===== config.mk =====
export PLATFORM = sky130hd
export DESIGN_NAME = pipe_stage_chain
export DESIGN_NICKNAME = d
export VERILOG_FILES = /design/src/rtl/pipe_stage_chain.sv
export SDC_FILE = /design/constraint.sdc
export NUM_CORES = 1
export LEC_CHECK = 0
export ABC_AREA = 1
export BUFFER_PORTS_ARGS = -buffer_cell sky130_fd_sc_hd__buf_2
export CAP_MARGIN = 20
export CORE_AREA = 2 2 305 307
export DETAILED_ROUTE_END_ITERATION = 6
export DIE_AREA = 0 0 307 309
export GPL_TIMING_DRIVEN = 1
export MAX_ROUTING_LAYER = met4
export PLACE_DENSITY_LB_ADDON = 0.12
export SETUP_SLACK_MARGIN = 0.05
export SYNTH_ARGS = -nofsm -noshare
export SYNTH_HDL_FRONTEND = slang
export SYNTH_SLANG_ARGS = --single-unit

===== constraint.sdc =====
create_clock -name clk -period 4.7 [get_ports clk]
set_clock_uncertainty 0.2 [all_clocks]
set_input_delay 0.47 -clock clk [delete_from_list [all_inputs] [get_ports clk]]
set_output_delay 0.47 -clock clk [all_outputs]
set_load 0.02 [all_outputs]

===== src/rtl/pipe_stage_chain.sv =====
// Parametrised valid/allow_in pipeline skeleton with per-stage stall, younger-stage flush
// and optional per-stage stall counters (enabled by PIPE_STALL_CNT_EN).
module pipe_stage_chain #(
  parameter int unsigned NUM_STAGES = 5,
  parameter int unsigned BUS_W      = 64
) (
  input  logic                          clk,
  input  logic                          resetn,
  input  logic                          in_valid,
  output logic                          in_allow_in,
  input  logic [BUS_W-1:0]              in_bus,
  input  logic [NUM_STAGES-1:0]         stage_ready_go,
  input  logic [NUM_STAGES*BUS_W-1:0]   stage_next_bus,
  input  logic [NUM_STAGES-1:0]         flush,
  output logic [NUM_STAGES-1:0]         stage_valid,
  output logic [NUM_STAGES*BUS_W-1:0]   stage_bus,
  output logic                          out_valid,
  input  logic                          out_allow_in,
  output logic [BUS_W-1:0]              out_bus
`ifdef PIPE_STALL_CNT_EN
  ,
  output logic [NUM_STAGES*32-1:0]      perf_stall_cnt
`endif
);

  localparam int unsigned CNT_W = 32;

  logic [NUM_STAGES:0]   allow;
  logic [NUM_STAGES-1:0] kill_in;
  logic [NUM_STAGES-1:0] kill_hold;
  logic [NUM_STAGES-1:0] src_valid;
  logic [NUM_STAGES-1:0] load;
  logic [BUS_W-1:0]      src_bus [NUM_STAGES];

  // Back-pressure chain runs oldest to youngest; flush OR-reduction accumulates the same way.
  always_comb begin : chain_comb
    logic a;
    logic f;
    a         = out_allow_in;
    f         = 1'b0;
    allow     = '0;
    kill_in   = '0;
    kill_hold = '0;
    src_valid = '0;
    load      = '0;
    for (int k = 0; k < int'(NUM_STAGES); k++) src_bus[k] = '0;

    allow[NUM_STAGES] = out_allow_in;
    for (int k = int'(NUM_STAGES) - 1; k >= 0; k--) begin
      a            = !stage_valid[k] || (stage_ready_go[k] && a);
      allow[k]     = a;
      kill_hold[k] = f;
      f            = f | flush[k];
      kill_in[k]   = f;
    end

    src_valid[0] = in_valid;
    src_bus[0]   = in_bus;
    for (int k = 1; k < int'(NUM_STAGES); k++) begin
      src_valid[k] = stage_valid[k-1] && stage_ready_go[k-1];
      src_bus[k]   = stage_next_bus[(k-1)*BUS_W +: BUS_W];
    end

    for (int k = 0; k < int'(NUM_STAGES); k++) begin
      load[k] = allow[k] && src_valid[k] && !kill_in[k];
    end
  end

  // Stage registers: a stage younger than a flushing stage clears even under back-pressure.
  always_ff @(posedge clk or negedge resetn) begin
    if (!resetn) begin
      stage_valid <= '0;
      stage_bus   <= '0;
    end else begin
      for (int k = 0; k < int'(NUM_STAGES); k++) begin
        if (kill_hold[k]) begin
          stage_valid[k] <= 1'b0;
        end else if (allow[k]) begin
          stage_valid[k] <= src_valid[k] && !kill_in[k];
        end
        if (load[k]) begin
          stage_bus[k*BUS_W +: BUS_W] <= src_bus[k];
        end
      end
    end
  end

  assign in_allow_in = allow[0] && !(|flush);
  assign out_valid   = stage_valid[NUM_STAGES-1] && stage_ready_go[NUM_STAGES-1];
  assign out_bus     = stage_next_bus[(NUM_STAGES-1)*BUS_W +: BUS_W];

`ifdef PIPE_STALL_CNT_EN
  logic [NUM_STAGES-1:0] stall;

  // A stage counts as stalled when it holds a live item that cannot move on this cycle.
  always_comb begin
    stall = '0;
    for (int k = 0; k < int'(NUM_STAGES); k++) begin
      stall[k] = stage_valid[k] && !(stage_ready_go[k] && allow[k+1]) && !kill_hold[k];
    end
  end

  always_ff @(posedge clk or negedge resetn) begin
    if (!resetn) begin
      perf_stall_cnt <= '0;
    end else begin
      for (int k = 0; k < int'(NUM_STAGES); k++) begin
        if (stall[k] && (perf_stall_cnt[k*CNT_W +: CNT_W] != {CNT_W{1'b1}})) begin
          perf_stall_cnt[k*CNT_W +: CNT_W] <= perf_stall_cnt[k*CNT_W +: CNT_W] + CNT_W'(1);
        end
      end
    end
  end
`endif

endmodule


== Yosys cells after proc, flatten, opt, wreduce, memory -nomap -nowiden ==
Index checks and enable logic that the tools add are counted.
Operators by class
  multiplexer cells: 8
  bitwise gates (word level): 4
  reduce and logical (&&, ||, !) cells: 47
Operators with widths (count)
  $logic_and A1 B1 Y1: 26
  $logic_not A1 Y1: 11
  $mux W1: 8
  $reduce_bool A2 Y1: 4
  $logic_or A1 B1 Y1: 5
  $reduce_or A5 Y1: 1
  $or A1 B1 Y1: 4
Storage, ports and cells
  register bits: 325
  output and inout bits: 391
  logic and storage cells: 69

== Longest topological paths before layout ==
Gate-level depths: netlist of the first run.
  word-level depth: 12
  depth in mapped cells: 15

== Worst setup path before layout of the first run ==
OpenSTA, ideal clock, no wires.
  kind: input to output
  start: in flush[4]
  end: out in_allow_in
  arrival time: 1.372 ns
  path slack: 2.658 ns
  cell stages on the path: 6
  buffers on the path: 0
  cells stage by stage: nor2_2 > inv_2 > nor2_4 > nand2_1 > or2_1 > a21oi_1
Between the ends
  longest elaborated chain between the ends: 3
Ends and longest elaborated chain
  start, declared: line 14  | input logic [NUM_STAGES-1:0] flush,
  $reduce_or A5 Y1: line 88  | assign in_allow_in = allow[0] && !(|flush);
  $logic_not A1 Y1: line 88
  $logic_and A1 B1 Y1: line 88
  end, declared: line 10  | output logic in_allow_in,
Every way passes these cells.

== Worst setup path after layout of the first run ==
  start: in stage_ready_go[4]
  end: out in_allow_in
Between the ends
  longest elaborated chain between the ends: 11
Ends and longest elaborated chain
  start, declared: line 12  | input logic [NUM_STAGES-1:0] stage_ready_go,
  $logic_and A1 B1 Y1: line 50  | a = !stage_valid[k] || (stage_ready_go[k] && a);
  $logic_or A1 B1 Y1: line 50
  $logic_and A1 B1 Y1: line 50
  $logic_or A1 B1 Y1: line 50
  $logic_and A1 B1 Y1: line 50
  $logic_or A1 B1 Y1: line 50
  $logic_and A1 B1 Y1: line 50
  $logic_or A1 B1 Y1: line 50
  $logic_and A1 B1 Y1: line 50
  $logic_or A1 B1 Y1: line 50
  $logic_and A1 B1 Y1: line 88
Every way passes these cells.

==> run metrics, run 1 <==
die area 94900 sq um; Post-Syn Area ~13000 sq um; Chip Height 309 microns; CTS sink count between 300 and 400; Worst-Margin Slew a little over 0.9 ns; adder-cell share of the synthesized area 0; Setup crit end kind output pin; final setup vio count 0; # IOs 789; Setup CP Type primary input to output pin; row cnt between 100 and 150; critical path, cell by cell dlygate4sd3_1, buf_2, nand2_1, nand2_1, nand2_1, nand2_1, nand2_1, nand2_1, nand2_1, nand2_1, nand2_1, a21oi_1, buf_2; initial antenna violation count 10; Core ar. between 90000 and 100000 sq um; cts bufs inserted 44; Avg Inst Size Synth slightly below 10 sq um; clk slew on worst S/H paths 0.05 ns; syn nets 1730; ratio of cells with drive above 1 in the final layout 0.360; Worst setup SP type primary input; global-route wire length before repair 78600 microns; Skew-Pair Late Insertion Delay 0.57 ns; Hold Vio Cnt, Final 0; # port buffers 660; CP dominant cell by count nand2_1; mux contribution to synthesized area 0.0550; hpwl dp a little under 40000 microns; Leakage ~12 nW; commonest cells after routing, fill and taps aside buf_2, nand2_1, dfrtp_1, dlygate4sd3_1, inv_1; largest net degree at the start of global routing between 100 and 150; CP max stage delay 0.52 ns; synth unique cells 20; max frequency 324 MHz; met3 WL post-DR ~4500 microns; post-synthesis xor/xnor area fraction 0; CP max stage cell dlygate4sd3_1; DRT iter0 DRCs 422; Post-Syn Instances between 1000 and 1500; Max VDD drop between 200 and 250 uV; register area share after synthesis 0.621; setup ws final between 1.5 and 2 ns; # nets final about 2600; RSZ-0062 raised after global routing no; minimum clock period 3.09 ns; Post-synth EDFFs 0; Synth Area in Compound Gates 0.0504; DRT Pass-1 Iters 4; worst endpoint required time 4.03 ns; Die Wd about 300 microns; Synth Area in Simple Gates 0.168; largest family of logic cells by synthesized area simple AND/OR/NAND/NOR gates; DRC 0; Fillers around 10000; number of H-tree levels 2; Avg Vias per Cell ~3.5; Top Layer Used met4; Worst Hold Class primary input to flop; status finished, final reports clean; met2 wire length 25700 microns; vias in the first global route about 13000; DRT Wirelength approximately 53000 microns; synth warn 0; PD cells roughly 330 nW/um^2; WHS 0.0282 ns; pre-CTS setup slack between 1.5 and 2 ns; root buf cell clkbuf_16; CTS resizes 0; Synth Register Bits approximately 330; slew margin rel. 0.394; CTS tree yes; commonest non-fill, non-tap cell in the layout buf_2; Initial Util 0.143; Post-DRT Antenna Nets 0; maximum root-to-sink buffer count 3; r2r setup slk between 2 and 2.5 ns; Final GP Congestion ~0.75; pins over their slew limit 0; asr flop ratio synth 1.00; M1 wire length 21100 microns; Global Route Usage Sum 0.110; GRT overflow 0; Synth Flop Type dfrtp_1; peak fanout along the critical path 3; Max-Cap Viols 0; Total Neg Setup Slack 0 ns; number of post-CTS setup repair buffers 0; CP Data Arrival Time approximately 2.4 ns; area delta synth->final 66.6%; DR WL/cell roughly 15 microns; final period utilization 0.657; Vias 12200
## final timing paths
| path | end | depth (start not counted) | startpoint |
|---|---|---|---|
| setup reg to reg | stage_bus[72]$_DFFE_PN0P_ | 11 | stage_valid[4]$_DFFE_PN0N_ |
| hold / removal | stage_bus[102]$_DFFE_PN0P_ | 3 | stage_next_bus[38] |
| min in group asynchronous | stage_bus[114]$_DFFE_PN0P_ | 2 | resetn |
| max in group asynchronous | stage_bus[233]$_DFFE_PN0P_ | 3 | resetn |
| hold reg to reg | stage_bus[75]$_DFFE_PN0P_ | 2 | stage_bus[75]$_DFFE_PN0P_ |
| setup / recovery | in_allow_in | 13 | stage_ready_go[4] |
## kinds of logic (layout without fill, tap and decap cells)
kind of cell | Yosys count | count (layout)
AOI/OAI and AO/OA | 132 | 132
buffers and inverters | 273 | 1202
DFF | 325 | 325
muxes | 64 | 64
other | 0 | 9
and+or+nand+nor | 538 | 538
## per-layer routing
metal  up-vias  GRT usage
met5         -          -
met4         0     0.0360
met3        89     0.0395
met2       486      0.185
met1      5691      0.122
li1       5951          -
## Yosys cell counts, types with 2 or more instances
| master | n | share of area |
|---|---|---|
| o21ai_1 | 17 | 0.0065 |
| buf_1 | 5 | 0.0014 |
| buf_4 | 73 | 0.042 |
| mux2_2 | 64 | 0.055 |
| buf_6 | 5 | 0.0043 |
| o21ai_0 | 114 | 0.044 |
| dfrtp_1 | 325 | 0.62 |
| inv_1 | 131 | 0.038 |
| nor2_2 | 2 | 0.00096 |
| buf_2 | 31 | 0.012 |
| clkbuf_1 | 27 | 0.0077 |
| nand4_1 | 2 | 0.00096 |
| nand3_1 | 129 | 0.049 |
| nand2_1 | 401 | 0.11 |
## state kept, by name, indices dropped and copies added, names as in the netlist
register	cells
stage_bus	320
stage_valid	5
## critical path: cells and delay by family
kind | cells | cell delay, ns
buf+inv | 3 | 0.82
simple gates | 9 | 0.98
compound gates | 1 | 0.13
## repair_timing
action	CTS	global route
hold buffers	318	0
setup endpoints to repair	0	0
hold endpoints to repair	414	0
## where the power goes
group / switching (mW) / total, mW / internal, mW
registers: 0.0614 / 2.97 / 2.91
logic: 0.443 / 0.845 / 0.402
clock network: 1.34 / 3.31 / 1.97
## metrics by stage
stage	area, sq um	total power [mW]	util	std cells
final	21800	7.13	0.239	3456
after global routing	21800	7.50	0.239	3456
after CTS	21800	7.32	0.238	3447
after detailed placement	17200	3.67	0.188	3054
after global placement	17200	3.67	0.188	3054
after floorplan	13100	3.34	-	1332
## layout make-up
type                            count  area (sq um)  share of cell area
Clock inverter                      9           131             0.00602
Clock buffer                       66          1270              0.0584
Timing Repair Buffer              995          6660               0.305
Antenna cell                        9          22.5             0.00103
Tap cell                         1186          1480              0.0680
Multi-Input combinational cell    734          3610               0.166
Inverter                          132           495              0.0227
Sequential cell                   325          8130               0.373
No activity file was read; power rests on OpenSTA's default activity.
==> inputs of run 2 (changes only) <==
Settings changed: CORE_AREA 2 2 305 307 to 2 2 306 308, DIE_AREA 0 0 307 309 to 0 0 308 310.
Clock period 4.7 ns to 3.1 ns, I/O delays scaled along.
==> run 2 against run 1 <==
Effect of this change:
- power up 51%
- register-to-register slack worse by 1.6 ns
- largest power group unchanged
- non-clock buffer count up 22
- via count up 0.22%
- critical path type unchanged
- cell count up 0.87%
- first-iteration DRC count up 9.5%
- critical path depth down 4
- die area up 0.65%
- clock power up 49%
- sequential share of layout area down 0.42 points
- setup slack worse by 1.3 ns
- hold slack better by 0.046 ns
==> run metrics, run 2 (synthesis gave the netlist of run 1 again) <==
status finished, final reports clean; GRT overflow 0 (unchanged); clk slew on worst S/H paths 0.05 ns (about the same); maximum root-to-sink buffer count 3 (unchanged); Hold Vio Cnt, Final 0 (unchanged); number of H-tree levels 2 (unchanged); commonest cells after routing, fill and taps aside buf_2, nand2_1, dlygate4sd3_1, dfrtp_1, inv_1; CP Data Arrival Time 2.27 ns (-0.15 ns); Leakage 12.3 nW (+1.1%); ratio of cells with drive above 1 in the final layout 0.362 (+0.00211); DR WL/cell 15.3 microns (+0.15%); row cnt 112 (+0.90%); Reg with most FFs stage_bus; Max VDD drop 255 uV (+18%); largest net degree at the start of global routing 130 (+7.4%); vias in the first global route 13000 (+0.71%); Fillers 10200 (+0.62%); Die Wd 308 microns (+0.33%); # port buffers 660 (unchanged); max frequency 359 MHz; Design Area, Final 22100 sq um (+1.1%); WHS 0.0742 ns (+0.0461 ns); global-route wire length before repair 79300 microns (+0.99%); Worst setup SP type primary input; initial antenna violation count 9 (-1); area delta synth->final 68.5%; Design Power 10.8 mW (+51%); # nets final 2651 (+0.80%); peak fanout along the critical path 3 (unchanged); Post-DRT Antenna Nets 0 (unchanged); Max-Cap Viols 0 (unchanged); Skew-Pair Late Insertion Delay 0.55 ns (-0.02 ns); # IOs 789 (unchanged); Avg Vias per Cell 3.51 (-0.64%); Vias 12200 (+0.22%); CTS tree yes; minimum clock period 2.78 ns; DRC 0 (unchanged); final setup vio count 0 (unchanged); DRT iter0 DRCs 462 (+9.5%); Core ar. 92500 sq um (+1.2%); pre-CTS setup slack 0.491 ns (-1.20 ns); CTS sink count 325 (unchanged); Setup crit end kind output pin; largest registers stage_bus: 320 flops, stage_valid: 5 flops; commonest non-fill, non-tap cell in the layout buf_2; Initial Util 0.142 (-0.00171); slew margin rel. 0.476 (+0.0829); DRT Pass-1 Iters 4 (unchanged); root buf cell clkbuf_16; pins over their slew limit 0 (unchanged); Setup CP Type primary input to output pin; worst endpoint required time 2.59 ns (-1.44 ns); DRT Wirelength 53500 microns (+1.0%); dpl cell area 17400 sq um (+1.2%); Chip Height 310 microns (+0.32%); Worst-Margin Slew 0.785 ns (-0.124 ns); cts bufs inserted 43 (-2.3%); PD cells 487 nW/um^2 (+49%); Total Neg Setup Slack 0 ns (unchanged); Largest register FFs 320 (unchanged); hpwl dp 39500 microns (+2.3%); final period utilization 0.898; Global Route Usage Sum 0.111 (+0.000352); die area 95500 sq um (+0.65%); Worst Hold Class primary input to flop; Final GP Congestion 0.749 (about the same); RSZ-0062 raised after global routing no; setup ws final 0.316 ns (-1.30 ns)
==> run 2: changes by cell type in the layout (fill, tap and decap cells not counted), sizes merged <==
cell,change
clkinvlp,-1
diode,-1
buf,+13
clkbuf,-1
dlygate4sd3,+9
==> run 2: repair_timing <==
item / CTS / global route
endpoints found under the setup margin: 1 / 0
setup buffers: 0 / 0
endpoints found under the hold margin: 384 / 0
hold buffers: 327 / 0
gates resized for setup: 1 / 0
==> run 2: path summary, 6_finish.rpt <==
check | from | to | slack, ns | cells after the start
min reg2reg | stage_bus[53]$_DFFE_PN0P_ | stage_bus[53]$_DFFE_PN0P_ | 0.26 | 2
max in group asynchronous | resetn | stage_bus[112]$_DFFE_PN0P_ | 1.71 | 3
max | flush[4] | in_allow_in | 0.32 | 9
max reg2reg | stage_valid[4]$_DFFE_PN0N_ | stage_valid[2]$_DFFE_PN0P_ | 0.41 | 9
min | flush[1] | stage_valid[0]$_DFFE_PN0P_ | 0.07 | 4
min in group asynchronous | resetn | stage_bus[209]$_DFFE_PN0P_ | 0.16 | 2
==> run 2: power breakdown <==
| part | internal (mW) | switching, mW | leakage, nW | total (mW) |
|---|---|---|---|---|
| combinational | 0.624 | 0.682 | 7.16 | 1.31 |
| clock | 2.97 | 1.96 | 0.672 | 4.93 |
| sequential | 4.41 | 0.0995 | 4.48 | 4.51 |
| total | 8.01 | 2.74 | 12.3 | 10.8 |
==> run 2: metrics by stage <==
stage	util	instances
final	0.239	3486
after global routing	0.239	3485
after CTS	0.238	3478
after detailed placement	0.188	3078
after global placement	0.188	3078
after floorplan	-	1332
==> run 2: layout make-up <==
cell class	instances	area, sq um	area share
inverters	132	495	0.0225
repair buffers	1017	6940	0.314
clock inverters	8	93.8	0.00425
well taps	1197	1500	0.0679
clock buffers	65	1270	0.0576
flip-flops and latches	325	8130	0.369
multi-input cells	734	3620	0.164
diodes	8	20.0	0.000907
==> run 2: worst max-delay path: stages <==
cell and delay (ns):
dlygate4sd3_1 0.55, buf_2 0.16, nor2_2 0.15, inv_2 0.07, nor2_4 0.19, nand2_1 0.21, or2_1 0.30, a21oi_1 0.13
buf_2 0.20
==> run 2: per-layer routing <==
metal | GRT usage | vias up | share of wire
met5 | - | - | 0
met4 | 0.0310 | 0 | 0.024
met3 | 0.0375 | 71 | 0.087
met2 | 0.188 | 466 | 0.49
met1 | 0.123 | 5732 | 0.40
li1 | - | 5975 | -
